## src/rtl/cpu_pkg.sv

```systemverilog
`default_nettype none
// ============================================================================
// Module : cpu_pkg
// Brief  : Shared word width, opcode encodings and sequencer state set.
// Rev    : 1.0  initial release
// ============================================================================
package cpu_pkg;

    localparam int WORD = 16;

    // Opcode field position inside an instruction word (IR[8:6]).
    localparam int c_op_lsb = 6;

    localparam logic [2:0] c_op_mv   = 3'b000;
    localparam logic [2:0] c_op_mvi  = 3'b001;
    localparam logic [2:0] c_op_add  = 3'b010;
    localparam logic [2:0] c_op_sub  = 3'b011;
    localparam logic [2:0] c_op_halt = 3'b111;

    typedef enum logic [2:0] {
        ST_IDLE      = 3'd0,
        ST_FETCH     = 3'd1,
        ST_LATCH     = 3'd2,
        ST_FETCH_IMM = 3'd3,
        ST_LATCH_IMM = 3'd4,
        ST_ISSUE     = 3'd5,
        ST_WAIT      = 3'd6,
        ST_HALT      = 3'd7
    } seq_state_t;

    // Program words consumed by an instruction: mvi carries an immediate.
    function automatic logic [1:0] instr_len(input logic [2:0] op);
        return (op == c_op_mvi) ? 2'd2 : 2'd1;
    endfunction

endpackage
`default_nettype wire

```

## src/rtl/prog_sequencer_if.sv

```systemverilog
`default_nettype none
// ============================================================================
// Module : prog_sequencer_if
// Brief  : Control, program-memory and CPU handshake bundle of the sequencer.
// Rev    : 1.0  initial release
// ============================================================================
interface prog_sequencer_if #(
    parameter int WORD   = cpu_pkg::WORD,
    parameter int ADDR_W = 5
);
    logic              start;
    logic [ADDR_W-1:0] mem_addr;
    logic [WORD-1:0]   mem_rdata;
    logic [WORD-1:0]   cpu_din;
    logic              cpu_run;
    logic              cpu_done;
    logic              busy;
    logic              halted;
    logic              timeout;
    logic [ADDR_W-1:0] pc;
    logic [15:0]       instr_count;

    modport master (
        input  start, mem_rdata, cpu_done,
        output mem_addr, cpu_din, cpu_run, busy, halted, timeout, pc, instr_count
    );

    modport slave (
        output start, mem_rdata, cpu_done,
        input  mem_addr, cpu_din, cpu_run, busy, halted, timeout, pc, instr_count
    );
endinterface
`default_nettype wire

```

## src/rtl/seq_watchdog.sv

```systemverilog
`default_nettype none
// ============================================================================
// Module : seq_watchdog
// Brief  : Reloadable down-counter; flags expiry when it has counted out.
// Rev    : 1.0  initial release
// ============================================================================
module seq_watchdog #(
    parameter int WD_MAX = 8
) (
    input  wire logic clk,
    input  wire logic resetn,
    input  wire logic i_clr,
    input  wire logic i_en,
    output wire logic o_expire
);
    localparam int c_cnt_w = (WD_MAX > 1) ? $clog2(WD_MAX) : 1;

    logic [c_cnt_w-1:0] r_count;

    // Reload with WD_MAX-1 so that the WD_MAX-th enabled cycle sees zero.
    always_ff @(posedge clk or negedge resetn) begin
        if (!resetn) begin
            r_count <= '0;
        end else if (i_clr) begin
            r_count <= c_cnt_w'(WD_MAX - 1);
        end else if (i_en && (r_count != '0)) begin
            r_count <= r_count - c_cnt_w'(1);
        end
    end

    assign o_expire = (r_count == '0);

endmodule
`default_nettype wire

```

## src/rtl/prog_sequencer.sv

```systemverilog
`default_nettype none
// ============================================================================
// Module : prog_sequencer
// Brief  : Fetches instructions from program memory and issues them to a CPU.
// Rev    : 1.0  initial release
// ============================================================================
module prog_sequencer
    import cpu_pkg::*;
#(
    parameter int WORD   = cpu_pkg::WORD,
    parameter int ADDR_W = 5,
    parameter int WD_MAX = 8
) (
    input  wire logic        clk,
    input  wire logic        resetn,
    prog_sequencer_if.master bus
);
    seq_state_t        r_state;
    seq_state_t        w_state_nxt;

    logic [ADDR_W-1:0] r_pc;
    logic [15:0]       r_instr_count;
    logic              r_timeout;
    logic [WORD-1:0]   r_ir;
    logic [WORD-1:0]   r_imm;

    logic [2:0]        w_ir_op;
    logic [2:0]        w_rd_op;
    logic              w_ir_is_mvi;
    logic [ADDR_W-1:0] w_pc_plus1;
    logic [ADDR_W-1:0] w_pc_inc;
    logic              w_start_ok;
    logic              w_retire;
    logic              w_expire_hit;
    logic              w_wd_clr;
    logic              w_wd_en;
    logic              w_wd_expire;

    assign w_ir_op     = r_ir[c_op_lsb +: 3];
    assign w_rd_op     = bus.mem_rdata[c_op_lsb +: 3];
    assign w_ir_is_mvi = (w_ir_op == c_op_mvi);
    assign w_pc_plus1  = r_pc + ADDR_W'(1);
    assign w_pc_inc    = r_pc + ADDR_W'(instr_len(w_ir_op));

    assign w_start_ok   = bus.start && ((r_state == ST_IDLE) || (r_state == ST_HALT));
    assign w_retire     = (r_state == ST_WAIT) && bus.cpu_done;
    assign w_expire_hit = (r_state == ST_WAIT) && !bus.cpu_done && w_wd_expire;

    always_ff @(posedge clk or negedge resetn) begin
        if (!resetn) begin
            r_state <= ST_IDLE;
        end else begin
            r_state <= w_state_nxt;
        end
    end

    always_comb begin
        w_state_nxt = r_state;
        w_wd_clr    = 1'b0;
        w_wd_en     = 1'b0;
        case (r_state)
            ST_IDLE, ST_HALT: begin
                if (bus.start) begin
                    w_state_nxt = ST_FETCH;
                end
            end
            ST_FETCH: begin
                w_state_nxt = ST_LATCH;
            end
            ST_LATCH: begin
                if (w_rd_op == c_op_halt) begin
                    w_state_nxt = ST_HALT;
                end else if (w_rd_op == c_op_mvi) begin
                    w_state_nxt = ST_FETCH_IMM;
                end else begin
                    w_state_nxt = ST_ISSUE;
                end
            end
            ST_FETCH_IMM: begin
                w_state_nxt = ST_LATCH_IMM;
            end
            ST_LATCH_IMM: begin
                w_state_nxt = ST_ISSUE;
            end
            ST_ISSUE: begin
                w_wd_clr    = 1'b1;
                w_state_nxt = ST_WAIT;
            end
            ST_WAIT: begin
                w_wd_en = 1'b1;
                // A done arriving on the last watchdog cycle still retires.
                if (bus.cpu_done) begin
                    w_state_nxt = ST_FETCH;
                end else if (w_wd_expire) begin
                    w_state_nxt = ST_HALT;
                end
            end
            default: begin
                w_state_nxt = ST_IDLE;
            end
        endcase
    end

    always_ff @(posedge clk or negedge resetn) begin
        if (!resetn) begin
            r_pc          <= '0;
            r_instr_count <= '0;
            r_timeout     <= 1'b0;
            r_ir          <= '0;
            r_imm         <= '0;
        end else begin
            if (w_start_ok) begin
                r_pc          <= '0;
                r_instr_count <= '0;
                r_timeout     <= 1'b0;
            end
            if (r_state == ST_LATCH) begin
                r_ir <= bus.mem_rdata;
            end
            if (r_state == ST_LATCH_IMM) begin
                r_imm <= bus.mem_rdata;
            end
            if (w_retire) begin
                r_pc <= w_pc_inc;
                if (r_instr_count != 16'hFFFF) begin
                    r_instr_count <= r_instr_count + 16'd1;
                end
            end
            if (w_expire_hit) begin
                r_timeout <= 1'b1;
            end
        end
    end

    seq_watchdog #(
        .WD_MAX (WD_MAX)
    ) u_watchdog (
        .clk      (clk),
        .resetn   (resetn),
        .i_clr    (w_wd_clr),
        .i_en     (w_wd_en),
        .o_expire (w_wd_expire)
    );

    // The immediate is addressed for both of its fetch cycles.
    assign bus.mem_addr    = ((r_state == ST_FETCH_IMM) || (r_state == ST_LATCH_IMM))
                             ? w_pc_plus1 : r_pc;
    assign bus.cpu_din     = ((r_state == ST_WAIT) && w_ir_is_mvi) ? r_imm : r_ir;
    assign bus.cpu_run     = (r_state == ST_ISSUE);
    assign bus.busy        = (r_state != ST_IDLE) && (r_state != ST_HALT);
    assign bus.halted      = (r_state == ST_HALT);
    assign bus.timeout     = r_timeout;
    assign bus.pc          = r_pc;
    assign bus.instr_count = r_instr_count;

endmodule
`default_nettype wire

```

## src/flat_wrapper.sv

```systemverilog
// flat-port wrapper written by rule: the top's interface ports become plain ports
module prog_sequencer_flat import cpu_pkg::*;
#(
    parameter int WORD   = cpu_pkg::WORD,
    parameter int ADDR_W = 5,
    parameter int WD_MAX = 8
)
  (clk, resetn, bus_start, bus_mem_rdata, bus_cpu_done, bus_mem_addr, bus_cpu_din, bus_cpu_run, bus_busy, bus_halted, bus_timeout, bus_pc, bus_instr_count);
  prog_sequencer_if #(.WORD(WORD), .ADDR_W(ADDR_W)) bus_i ();
  input  wire logic clk;
  input  wire logic resetn;
  input wire logic [$bits(bus_i.start)-1:0] bus_start;
  input wire logic [$bits(bus_i.mem_rdata)-1:0] bus_mem_rdata;
  input wire logic [$bits(bus_i.cpu_done)-1:0] bus_cpu_done;
  output wire logic [$bits(bus_i.mem_addr)-1:0] bus_mem_addr;
  output wire logic [$bits(bus_i.cpu_din)-1:0] bus_cpu_din;
  output wire logic [$bits(bus_i.cpu_run)-1:0] bus_cpu_run;
  output wire logic [$bits(bus_i.busy)-1:0] bus_busy;
  output wire logic [$bits(bus_i.halted)-1:0] bus_halted;
  output wire logic [$bits(bus_i.timeout)-1:0] bus_timeout;
  output wire logic [$bits(bus_i.pc)-1:0] bus_pc;
  output wire logic [$bits(bus_i.instr_count)-1:0] bus_instr_count;
  assign bus_i.start = bus_start;
  assign bus_i.mem_rdata = bus_mem_rdata;
  assign bus_i.cpu_done = bus_cpu_done;
  assign bus_mem_addr = bus_i.mem_addr;
  assign bus_cpu_din = bus_i.cpu_din;
  assign bus_cpu_run = bus_i.cpu_run;
  assign bus_busy = bus_i.busy;
  assign bus_halted = bus_i.halted;
  assign bus_timeout = bus_i.timeout;
  assign bus_pc = bus_i.pc;
  assign bus_instr_count = bus_i.instr_count;
  prog_sequencer #(.WORD(WORD), .ADDR_W(ADDR_W), .WD_MAX(WD_MAX)) u_core (.clk(clk), .resetn(resetn), .bus(bus_i));
endmodule
```

## config.mk

```make
export PLATFORM = sky130hd
export DESIGN_NAME = prog_sequencer_flat
export DESIGN_NICKNAME = d
export VERILOG_FILES = /design/src/rtl/cpu_pkg.sv /design/src/rtl/prog_sequencer_if.sv /design/src/rtl/seq_watchdog.sv /design/src/rtl/prog_sequencer.sv /design/src/flat_wrapper.sv
export SDC_FILE = /design/constraint.sdc
export NUM_CORES = 1
export LEC_CHECK = 0
export CAP_MARGIN = 0
export CORE_UTILIZATION = 46
export CTS_CLUSTER_DIAMETER = 50
export DETAILED_ROUTE_END_ITERATION = 7
export GPL_TIMING_DRIVEN = 0
export PLACE_DENSITY = 0.76
export SLEW_MARGIN = 20
export SYNTH_ARGS = -nofsm -noshare
export SYNTH_HDL_FRONTEND = slang
export SYNTH_HIERARCHICAL = 1
export SYNTH_SLANG_ARGS = --single-unit
```

## constraint.sdc

```tcl
create_clock -name clk -period 1.93 [get_ports clk]
set_clock_uncertainty 0.15 [all_clocks]
set_input_delay 0.193 -clock clk [delete_from_list [all_inputs] [get_ports clk]]
set_output_delay 0.193 -clock clk [all_outputs]
set_load 0.05 [all_outputs]
```

==> results.json <==
{
  "vias_per_cell": 5.81,
  "cts_sinks": 60,
  "fin_nets": 435,
  "wl_met3_um": 412,
  "die_width_um": 85.6,
  "finalHoldViolCount": 0,
  "grt_pass1_wl_mm": 13.2,
  "numCtsBuffers": 9,
  "reg2regPathDepth": 5,
  "dr.max_layer_used": "met4",
  "grt_max_degree": 37,
  "slew_headroom_pct": 61.6,
  "ys_ff_latch": 60,
  "vias": 2863,
  "drcViolationCount": 0,
  "post_dp_cell_area_um2": 4150,
  "die-area_um2": 7330,
  "postSynthAreaPerCell_um2": 11.0,
  "initial_core_util_pct": 47.6,
  "core-area_um2": 6760,
  "failed_checks": "negative setup slack",
  "wl_met2_mm": 4.20,
  "fmax_mhz": 441,
  "cp-start-kind": "flop",
  "synth_nets": 320,
  "cts.clk_slew.worst_paths_ns": 0.08,
  "track_usage_pct": 23.4,
  "cts-root-buf": "clkbuf_8",
  "cts_buffer_depth": 2,
  "gr-total-overflow": 0,
  "r2r-end": "u_core/bus.instr_count[8]",
  "gp_congestion": 0.889,
  "diodes": 0,
  "p_leak_nw": 2.28,
  "fin_hold_ws_ns": 0.131,
  "htree_num_levels": 3,
  "layout-drive-gt1-share_pct": 46.2,
  "postRouteAntennaNets": 0,
  "num-fill-cells": 463,
  "detail_route.first_pass.iterations": 5,
  "maxSlewViolCount": 0,
  "layout_common_cells": "44 x mux2_2, 43 x dfrtp_1, 37 x buf_4",
  "fin_crit_sh_pct": 117,
  "synth_edf_count": 0,
  "crit_required_ns": 1.59,
  "hp-class": "primary input to asynchronous set/reset pin",
  "syn2layout_area_growth_pct": 51.2,
  "outcome": "finished with violations",
  "ios": 66,
  "synth_cell_types": 58,
  "dp_slack_ns": -1.01,
  "row_count": 30,
  "final_common_cell": "mux2_2",
  "dieHeight_um": 85.6,
  "worst_pin_slew_ns": 0.576,
  "fin_ws_ns": -0.337,
  "reg2reg_slack_ns": -0.03,
  "mappedNetlistArea_um2": 3220,
  "r2r-start": "u_core/bus.instr_count[1]",
  "cap_violations": 0,
  "ir_worst_vdd_v": 0.000847,
  "synth_ff_type": "dfrtp_1",
  "cts_tree": "yes",
  "async_reset_ff_share_pct": 100,
  "wl_per_cell_um": 17.1,
  "yosysWarnings": 6,
  "final_util_pct": 72.0,
  "final_cell_area_um2": 4860,
  "critPathMaxFanout": 8,
  "rsz0062_at_grt": "true",
  "finalSetupViolations": 21,
  "grt_pass1_vias": 2765,
  "fin_crit_ns": 2.27,
  "finalPower_mw": 7.97,
  "syn_inst": 293,
  "wl_met1_mm": 3.70,
  "critical_path_class": "flop to primary output",
  "critPathArrivalTime_ns": 1.92,
  "port_buffers": 65,
  "antenna_found_initial": 0,
  "drtIter0Drc": 225,
  "power_density_nw_per_um2": 1640,
  "synth_seq_area_share_pct": 46.7,
  "clk_latency_ns": 0.35,
  "crit_path_end_kind": "primary output",
  "hpwl_mm": 5.37,
  "wirelength_mm": 8.44
}
## worst max-delay path by stage
stage | cells after the start | to | start | slack, ns
final | 6 | bus_mem_addr[4] | u_core/r_state[0] | -0.34
after detailed placement | 6 | bus_mem_addr[4] | u_core/r_state[2] | -1.01
after floorplan | 5 | u_core/bus.instr_count[8] | u_core/bus.instr_count[0] | -0.16
after global placement | 1 | u_core/bus.instr_count[11] | resetn | -1.64
after global routing | 6 | bus_mem_addr[4] | u_core/r_state[1] | -0.43
after CTS | 6 | bus_mem_addr[4] | u_core/r_state[0] | -0.34
## cells in the mapped netlist, types with 2 or more instances
master | n | share of area (%)
dfrtp_1 | 60 | 47
mux2_2 | 45 | 16
nand2_1 | 20 | 2.3
nor2_1 | 18 | 2.1
inv_1 | 13 | 1.5
o21ai_0 | 11 | 1.7
nand3_1 | 9 | 1.4
a21oi_1 | 7 | 1.1
and3_1 | 6 | 1.2
buf_2 | 6 | 0.93
clkbuf_1 | 6 | 0.70
ha_1 | 6 | 2.3
nand4_1 | 6 | 1.2
xnor2_1 | 6 | 1.6
a31oi_1 | 4 | 0.78
mux2i_1 | 4 | 1.2
nor3_1 | 4 | 0.62
a221o_1 | 3 | 0.93
a41oi_1 | 3 | 0.82
nor2b_1 | 3 | 0.58
nor4_1 | 3 | 0.58
o21a_1 | 3 | 0.70
o221ai_1 | 3 | 0.82
or4_1 | 3 | 0.70
a211o_1 | 2 | 0.54
a21o_1 | 2 | 0.47
a311oi_1 | 2 | 0.54
a31o_2 | 2 | 0.54
and4bb_1 | 2 | 0.78
nor3b_1 | 2 | 0.47
o211ai_1 | 2 | 0.47
## final cells by class
cell class	count	area (µm²)	share of cell area [%]
Timing Repair Buffer	107	1040	21.3
Multi-Input combinational cell	207	1850	37.9
Inverter	13	53.8	1.11
Tap cell	80	100	2.06
Clock buffer	9	124	2.55
Sequential cell	60	1520	31.3
Buffer	10	88.8	1.83
Clock inverter	7	91.3	1.88
## registers in the layout, indices dropped and copies added, names as in the netlist
name / cells
u_core/bus.pc: 5
u_core/r_ir: 16
u_core/r_imm: 16
u_core/u_watchdog/r_count: 3
u_core/bus.timeout: 1
u_core/r_state: 3
u_core/bus.instr_count: 16
## power by group
group / total (mW) / internal, mW / switching (mW)
combinational: 4.62 / 2.04 / 2.58
sequential: 2.09 / 1.75 / 0.341
clock: 1.26 / 0.722 / 0.540
## cell families after synthesis
family	Yosys count	share of synthesized area, %
flip-flops	60	46.7
AO/OA/AOI/OAI	52	11.6
XOR/XNOR	7	1.91
AND/OR/NAND/NOR	92	16.6
adder cells (fa/ha/maj)	7	2.96
multiplexers	49	17.0
buffers and inverters	26	3.27
## per-stage QoR
stage               setup TNS [ns]  instances
floorplan                   -0.883        293
global placement           -112.10        438
detailed placement          -25.02        439
CTS                          -4.26        480
global route                 -5.26        493
finish                       -3.72        493
## routing by layer
| layer | up-vias | GRT usage, % |
|---|---|---|
| met4 | 0 | 9.09 |
| met2 | 106 | 36.9 |
| met1 | 1421 | 31.7 |
| met5 | - | 0 |
| met3 | 14 | 5.00 |
| li1 | 1322 | - |
## critical path: stages (launching register included)
cell and delay (ns):
dfrtp_1 0.41, buf_6 0.15, nor3b_4 0.20, o21bai_4 0.17, nand4_1 0.24, xnor2_4 0.23
buf_6 0.17
## timing repair
item	4_1_cts	5_1_grt
hold buffers	1	0
resized for setup	189	40
pin swaps	10	15
hold endpoints to repair	60	0
setup buffers	24	17
gates cloned	1	0
endpoints found under the setup margin	75	67
No activity file was read; power rests on OpenSTA's default activity.
